### src/rtl/rtc_pkg.sv
// Shared field widths, field limits and the month-length helper for the RTC calendar.
package rtc_pkg;

    localparam int SEC_W  = 6;
    localparam int HOUR_W = 5;
    localparam int DAY_W  = 5;
    localparam int MON_W  = 4;
    localparam int YEAR_W = 7;

    localparam logic [SEC_W-1:0]  MAX_SEC  = 6'd59;
    localparam logic [HOUR_W-1:0] MAX_HOUR = 5'd23;
    localparam logic [MON_W-1:0]  MAX_MON  = 4'd12;
    localparam logic [YEAR_W-1:0] MAX_YEAR = 7'd99;

    // Out-of-range months return 31; callers reject those months separately.
    function automatic logic [DAY_W-1:0] month_len(
        input logic [MON_W-1:0]  month,
        input logic [YEAR_W-1:0] year,
        input logic              leap_en
    );
        logic [DAY_W-1:0] len;
        len = 5'd31;
        case (month)
            4'd4, 4'd6, 4'd9, 4'd11: len = 5'd30;
            4'd2:                    len = (leap_en && (year[1:0] == 2'b00)) ? 5'd29 : 5'd28;
            default:                 len = 5'd31;
        endcase
        return len;
    endfunction

endpackage

### src/rtl/rtc_prescaler.sv
// Divides the board clock down to the calendar advance rate; adv is high on the advancing edge.
module rtc_prescaler #(
    parameter int CLK_HZ  = 10_000_000,
    parameter int TICK_HZ = 1,
    parameter int FAST_HZ = 5
) (
    input  logic clk,
    input  logic reset,
    input  logic run,
    input  logic fast,
    input  logic clear,
    output logic adv
);

    localparam int DIV_N   = CLK_HZ / TICK_HZ;
    localparam int DIV_F   = CLK_HZ / FAST_HZ;
    localparam int DIV_MAX = (DIV_N > DIV_F) ? DIV_N : DIV_F;
    localparam int CNT_W   = $clog2(DIV_MAX);

    localparam logic [CNT_W-1:0] LAST_N = CNT_W'(DIV_N - 1);
    localparam logic [CNT_W-1:0] LAST_F = CNT_W'(DIV_F - 1);

    logic [CNT_W-1:0] count_reg;
    logic [CNT_W-1:0] count_next;
    logic [CNT_W-1:0] last;

    assign last = fast ? LAST_F : LAST_N;

    // >= so that switching to the fast divisor mid-count never overshoots.
    assign adv = run && (count_reg >= last);

    always_comb begin
        count_next = count_reg;
        if (clear) begin
            count_next = '0;
        end else if (run) begin
            count_next = adv ? '0 : count_reg + 1'b1;
        end
    end

    always_ff @(posedge clk) begin
        if (reset) begin
            count_reg <= '0;
        end else begin
            count_reg <= count_next;
        end
    end

endmodule

### src/rtl/rtc_calendar.sv
// Real-time clock/calendar: hh:mm:ss, day, month, year counters with validated load and tick pulse.
module rtc_calendar
    import rtc_pkg::*;
#(
    parameter int CLK_HZ    = 10_000_000,
    parameter int TICK_HZ   = 1,
    parameter int FAST_HZ   = 5,
    parameter int YEAR_BASE = 2000
) (
    input  logic              ADC_CLK_10,
    input  logic              reset,
    input  logic              run,
    input  logic              fast,
    input  logic              leap_en,
    input  logic              load,
    input  logic [SEC_W-1:0]  ld_sec,
    input  logic [SEC_W-1:0]  ld_min,
    input  logic [HOUR_W-1:0] ld_hour,
    input  logic [DAY_W-1:0]  ld_day,
    input  logic [MON_W-1:0]  ld_month,
    input  logic [YEAR_W-1:0] ld_year,
    output logic [SEC_W-1:0]  sec,
    output logic [SEC_W-1:0]  min,
    output logic [HOUR_W-1:0] hour,
    output logic [DAY_W-1:0]  day,
    output logic [MON_W-1:0]  month,
    output logic [YEAR_W-1:0] year,
    output logic              tick,
    output logic              load_err
);

    // Leap rule year[1:0]==0 only holds when year 0 is a multiple of 400.
    if ((CLK_HZ / TICK_HZ) < 2 || (CLK_HZ / FAST_HZ) < 2 || FAST_HZ < TICK_HZ
        || (YEAR_BASE % 400) != 0) begin : g_bad_params
        $error("rtc_calendar: illegal parameter set");
    end

    logic [SEC_W-1:0]  sec_reg,   sec_next;
    logic [SEC_W-1:0]  min_reg,   min_next;
    logic [HOUR_W-1:0] hour_reg,  hour_next;
    logic [DAY_W-1:0]  day_reg,   day_next;
    logic [MON_W-1:0]  month_reg, month_next;
    logic [YEAR_W-1:0] year_reg,  year_next;
    logic              tick_reg;
    logic              load_err_reg;

    logic ld_ok;
    logic load_ok;
    logic load_bad;
    logic adv;
    logic step;

    assign ld_ok = (ld_sec <= MAX_SEC) && (ld_min <= MAX_SEC) && (ld_hour <= MAX_HOUR)
                && (ld_day != '0) && (ld_month != '0) && (ld_month <= MAX_MON)
                && (ld_year <= MAX_YEAR)
                && (ld_day <= month_len(ld_month, ld_year, leap_en));

    assign load_ok  = load && ld_ok;
    assign load_bad = load && !ld_ok;
    assign step     = adv && !load_ok;

    rtc_prescaler #(
        .CLK_HZ (CLK_HZ),
        .TICK_HZ(TICK_HZ),
        .FAST_HZ(FAST_HZ)
    ) u_prescaler (
        .clk  (ADC_CLK_10),
        .reset(reset),
        .run  (run),
        .fast (fast),
        .clear(load_ok),
        .adv  (adv)
    );

    // Whole carry chain resolves in one edge; >= keeps any odd state from sticking.
    always_comb begin
        sec_next   = sec_reg;
        min_next   = min_reg;
        hour_next  = hour_reg;
        day_next   = day_reg;
        month_next = month_reg;
        year_next  = year_reg;
        if (load_ok) begin
            sec_next   = ld_sec;
            min_next   = ld_min;
            hour_next  = ld_hour;
            day_next   = ld_day;
            month_next = ld_month;
            year_next  = ld_year;
        end else if (step) begin
            if (sec_reg >= MAX_SEC) begin
                sec_next = '0;
                if (min_reg >= MAX_SEC) begin
                    min_next = '0;
                    if (hour_reg >= MAX_HOUR) begin
                        hour_next = '0;
                        if (day_reg >= month_len(month_reg, year_reg, leap_en)) begin
                            day_next = 5'd1;
                            if (month_reg >= MAX_MON) begin
                                month_next = 4'd1;
                                year_next  = (year_reg >= MAX_YEAR) ? '0 : year_reg + 1'b1;
                            end else begin
                                month_next = month_reg + 1'b1;
                            end
                        end else begin
                            day_next = day_reg + 1'b1;
                        end
                    end else begin
                        hour_next = hour_reg + 1'b1;
                    end
                end else begin
                    min_next = min_reg + 1'b1;
                end
            end else begin
                sec_next = sec_reg + 1'b1;
            end
        end
    end

    always_ff @(posedge ADC_CLK_10) begin
        if (reset) begin
            sec_reg      <= '0;
            min_reg      <= '0;
            hour_reg     <= '0;
            day_reg      <= 5'd1;
            month_reg    <= 4'd1;
            year_reg     <= '0;
            tick_reg     <= 1'b0;
            load_err_reg <= 1'b0;
        end else begin
            sec_reg      <= sec_next;
            min_reg      <= min_next;
            hour_reg     <= hour_next;
            day_reg      <= day_next;
            month_reg    <= month_next;
            year_reg     <= year_next;
            tick_reg     <= step;
            load_err_reg <= load_bad;
        end
    end

    assign sec      = sec_reg;
    assign min      = min_reg;
    assign hour     = hour_reg;
    assign day      = day_reg;
    assign month    = month_reg;
    assign year     = year_reg;
    assign tick     = tick_reg;
    assign load_err = load_err_reg;

endmodule

### config.mk
export PLATFORM = sky130hd
export DESIGN_NAME = rtc_calendar
export DESIGN_NICKNAME = d
export VERILOG_FILES = /design/src/rtl/rtc_pkg.sv /design/src/rtl/rtc_prescaler.sv /design/src/rtl/rtc_calendar.sv
export SDC_FILE = /design/constraint.sdc
export NUM_CORES = 1
export LEC_CHECK = 0
export CAP_MARGIN = 20
export CORE_MARGIN = 3
export CORE_UTILIZATION = 52
export DETAILED_ROUTE_END_ITERATION = 10
export GPL_ROUTABILITY_DRIVEN = 0
export GPL_TIMING_DRIVEN = 0
export HOLD_SLACK_MARGIN = 0.1
export PLACE_DENSITY_LB_ADDON = 0.08
export SKIP_CTS_REPAIR_TIMING = 1
export SYNTH_ARGS = -nofsm -noshare
export SYNTH_HDL_FRONTEND = slang
export SYNTH_SLANG_ARGS = --single-unit
export TNS_END_PERCENT = 50
### constraint.sdc
create_clock -name ADC_CLK_10 -period 3.7 [get_ports ADC_CLK_10]
set_input_delay 0.74 -clock ADC_CLK_10 [delete_from_list [all_inputs] [get_ports ADC_CLK_10]]
set_output_delay 0.74 -clock ADC_CLK_10 [all_outputs]
set_load 0.02 [all_outputs]
==> impl_summary.log <==
INFO  metric number_of_nets_with_antenna_violations_after_detailed_routing = 0
INFO  metric critical_path.cell_chain = clkdlybuf4s50_1, nor4b_1, ha_1, nor2b_1, o211a_1, or4_1, clkbuf_1, clkbuf_1, a32oi_1, o21ai_0
INFO  metric final.period_utilization = 97.2%
INFO  metric route.detailed.wl_per_inst = 16.5 um
INFO  metric post_layout_nonfiller_instances = 639
INFO  metric floorplan.die_area = 0.00806 sq mm
INFO  metric post_synth_instance_area = 0.00365 sq mm
INFO  metric antenna_cells_inserted = 0
INFO  metric grt_setup_unrepaired = true
INFO  metric clk_pin_slew = 0.07 ns
INFO  metric area_growth_syn_to_layout = 30.7%
INFO  metric synthesis.area_per_instance = 8.04 sq um
INFO  metric crit_path_max_incr_delay = 0.52 ns
INFO  metric clock_tree.buffer_depth = 2
INFO  metric fp.dieW = 89.8 um
INFO  metric numClockSinks = 59
INFO  metric grt_start_max_net_pins = 11
INFO  metric numCtsBuffers = 9
INFO  metric holdWs = 0.506 ns
INFO  metric synth_top_cell_area_share = 32.4%
INFO  metric gr_util_all_layers = 26.0%
INFO  metric critical_path.max_fanout = 10
INFO  metric syn_inst = 454
INFO  metric report.power.total = 1680 uW
INFO  metric timing_worst_setup_path_type = in2reg
INFO  metric worst-endpoint-arrival = 3.81 ns
INFO  metric detail_route.first_pass.iterations = 5
INFO  metric clock_tree.root_cell = clkbuf_8
INFO  metric cts_max_level = 3
INFO  metric nets_in_the_synthesized_netlist = 513
INFO  metric drt-total-wl = 10.5 mm
INFO  metric slowest_cell_on_the_critical_path = or4_1
INFO  metric vias = 3883
INFO  metric path_category_of_the_worst_min_delay_check = reg2reg
INFO  metric power.leakage = 0.00179 uW
INFO  metric tritoncts_clock_tree = built
INFO  metric yosys.area_share.adder = 6.85%
INFO  metric row_count = 29
INFO  metric r2r_start = month[0]$_SDFFE_PP1P_
INFO  metric drt-vias-per-instance = 6.08
INFO  metric combinational_family_with_the_most_area_after_synthesis = simple AND/OR/NAND/NOR gates
INFO  metric synth_compound_area_share = 21.2%
INFO  metric clk_latency = 0.34 ns
INFO  metric multiInputGateArea = 0.00237 sq mm
INFO  metric starting_density = 55.6%
INFO  metric number_of_enable_flip_flop_cells_after_synthesis = 0
INFO  metric yosys-top-cells-area = dfxtp_1 (32%), ha_1 (6.9%), nor2_1 (6.6%)
INFO  metric grt_pass1_wl = 17.6 mm
INFO  metric final-max-slew-violation-count = 0
INFO  metric yosys.area_share.xor_xnor = 5.28%
INFO  metric die_height = 89.8 um
INFO  metric synth_simple_gate_area_share = 29.8%
INFO  metric crit_required = 3.91 ns
INFO  metric timing.critical_path.from = ld_month[0]
INFO  metric largest_reg_flops = 24
INFO  metric first_global_vias = 3591
INFO  metric proportion_of_synthesized_flip_flops_having_asynchronous_set_or_reset = 0%
INFO  metric synth_top_cell_by_area = dfxtp_1
INFO  metric synth_ff_type = dfxtp_1
INFO  metric final_layout_size_suffix_gt1_share = 7.14%
INFO  metric finalWorstPathRequiredPeriod = 3.60 ns
INFO  metric kind_of_capture_point_of_the_worst_setup_path = flip-flop
INFO  metric r2r_cells = 12
INFO  metric worst_clock_skew = 0.00972 ns
INFO  metric fp.coreArea = 0.00657 sq mm
INFO  metric timing.setup.tns = 0 ns
INFO  metric drtIter0Drc = 333
INFO  metric grt_antenna_before_repair = 0
INFO  metric power_per_cell_area = 353 mW/mm^2
INFO  metric fin_nets = 601
INFO  metric fill_cells = 530
INFO  metric min_from = u_prescaler.count_reg[1]$_SDFFE_PP0P_
INFO  metric share_of_synthesized_area_occupied_by_flip_flops_and_latches = 32.4%
INFO  metric vdd_drop_max = 0.000229 V
INFO  metric hold_depth = 2
INFO  metric io_buffers = 72
INFO  metric finalSetupViolations = 0
INFO  metric hold_violations = 0
INFO  metric detail_route.drc_violations = 0
INFO  metric io-pin-count = 74
INFO  metric ys.warnings.count = 0
INFO  metric synth_cell_types = 60
INFO  metric worst_setup_path_start_kind = input port
INFO  metric slew_headroom = 49.8%
INFO  metric outcome = completed
INFO  metric placed_cells = 619
INFO  metric max-cap-violations = 0
INFO  metric synth.area.mux_share = 1.10%
INFO  metric max_clock_freq = 0.278 GHz
INFO  metric grt_overflow_total = 0
INFO  metric detailed_place_hpwl = 7.78 mm
INFO  metric path_common_cell = clkbuf_1
INFO  metric regArea = 0.00118 sq mm
INFO  metric timing_worst_slew_pin_value = 0.750 ns
INFO  metric synth-seq-cells = 59
critical path: cells and delay by family:
| family | cells | cell delay [ns] |
|---|---|---|
| buffers and inverters | 3 | 1.10 |
| AND/OR/NAND/NOR | 3 | 1.03 |
| AO/OA/AOI/OAI | 3 | 0.62 |
| adder cells (fa/ha/maj) | 1 | 0.30 |
power breakdown:
part / switching (uW) / internal [uW]
registers: 48.8 / 668
clock network: 263 / 391
logic: 162 / 149
final cells by class:
cell class / instances / area share (%)
multi-input cells: 363 / 49.6
flip-flops and latches: 59 / 24.8
repair buffers: 78 / 16.1
clock buffers: 10 / 2.88
well taps: 93 / 2.44
clock inverters: 5 / 1.63
plain buffers: 15 / 1.34
inverters: 16 / 1.26
stage by stage:
step           util, %  instance area [sq um]  setup slack, ns
2_1_floorplan        -                   3650            0.554
3_3_place_gp      68.3                   4490           -0.965
3_5_place_dp      68.4                   4490           -0.473
4_1_cts           71.7                   4710           -0.130
5_1_grt           72.6                   4770          -0.0414
6_report          72.6                   4770            0.104
cells by family (layout without fill, tap and decap cells):
logic type | after synthesis | count (layout)
AOI/OAI and AO/OA | 107 | 107
xor gates and xnor gates | 22 | 22
adders and majority gates | 20 | 20
buffers and inverters | 32 | 124
DFF | 59 | 59
muxes | 4 | 4
and+or+nand+nor | 210 | 210
worst paths after layout:
kind                                           endpoint  slack [ns]
setup / recovery                   hour[3]$_SDFFE_PP0P_        0.10
hold / removal    u_prescaler.count_reg[1]$_SDFFE_PP0P_        0.51
setup reg to reg                   year[0]$_SDFFE_PP0P_        0.59
hold reg to reg   u_prescaler.count_reg[1]$_SDFFE_PP0P_        0.51
cells in the final DEF, fill, tap and decap left out, types with 4 or more instances in the layout:
master | netlist | layout
nand4_1 | 7 | 7
inv_1 | 16 | 16
nand3_1 | 24 | 24
ha_1 | 20 | 20
nor4_1 | 6 | 5
nand4b_1 | 6 | 6
a21oi_1 | 21 | 21
xnor2_1 | 10 | 10
a211oi_1 | 6 | 6
a31oi_1 | 6 | 6
nor2_1 | 64 | 63
dfxtp_1 | 59 | 59
nand2b_1 | 7 | 6
buf_2 | 5 | 5
or4_1 | 4 | 4
clkdlybuf4s50_1 | 0 | 72
nand2_1 | 39 | 39
xor2_1 | 12 | 12
or3_1 | 9 | 9
o211ai_1 | 7 | 7
and2_1 | 4 | 4
clkbuf_8 | 0 | 10
mux2i_1 | 4 | 4
buf_4 | 0 | 6
and3_1 | 13 | 13
o21ai_0 | 17 | 17
nor3_1 | 4 | 4
nor2b_1 | 4 | 4
a311oi_1 | 14 | 14
o21ai_1 | 4 | 4
clkbuf_1 | 10 | 8
per-layer routing:
layer | wire, um | GRT usage (%)
met1 | 4870 | 35.4
met2 | 4770 | 40.9
met3 | 741 | 6.68
met4 | 157 | 7.02
met5 | 0 | 0
cell usage after synthesis, types with 3 or more instances:
cell / count
a211oi_1: 6
a21oi_1: 21
a311oi_1: 14
a31oi_1: 6
and2_1: 4
and3_1: 13
and4_1: 3
buf_2: 5
clkbuf_1: 10
dfxtp_1: 59
ha_1: 20
inv_1: 16
mux2i_1: 4
nand2_1: 39
nand2b_1: 7
nand3_1: 24
nand4_1: 7
nand4b_1: 6
nor2_1: 64
nor2b_1: 4
nor3_1: 4
nor3b_1: 4
nor4_1: 6
o211ai_1: 7
o21ai_0: 17
o21ai_1: 4
o311ai_0: 3
or3_1: 9
or3b_1: 3
or4_1: 4
or4b_2: 3
xnor2_1: 10
xor2_1: 12
No activity file was read; power rests on OpenSTA's default activity.
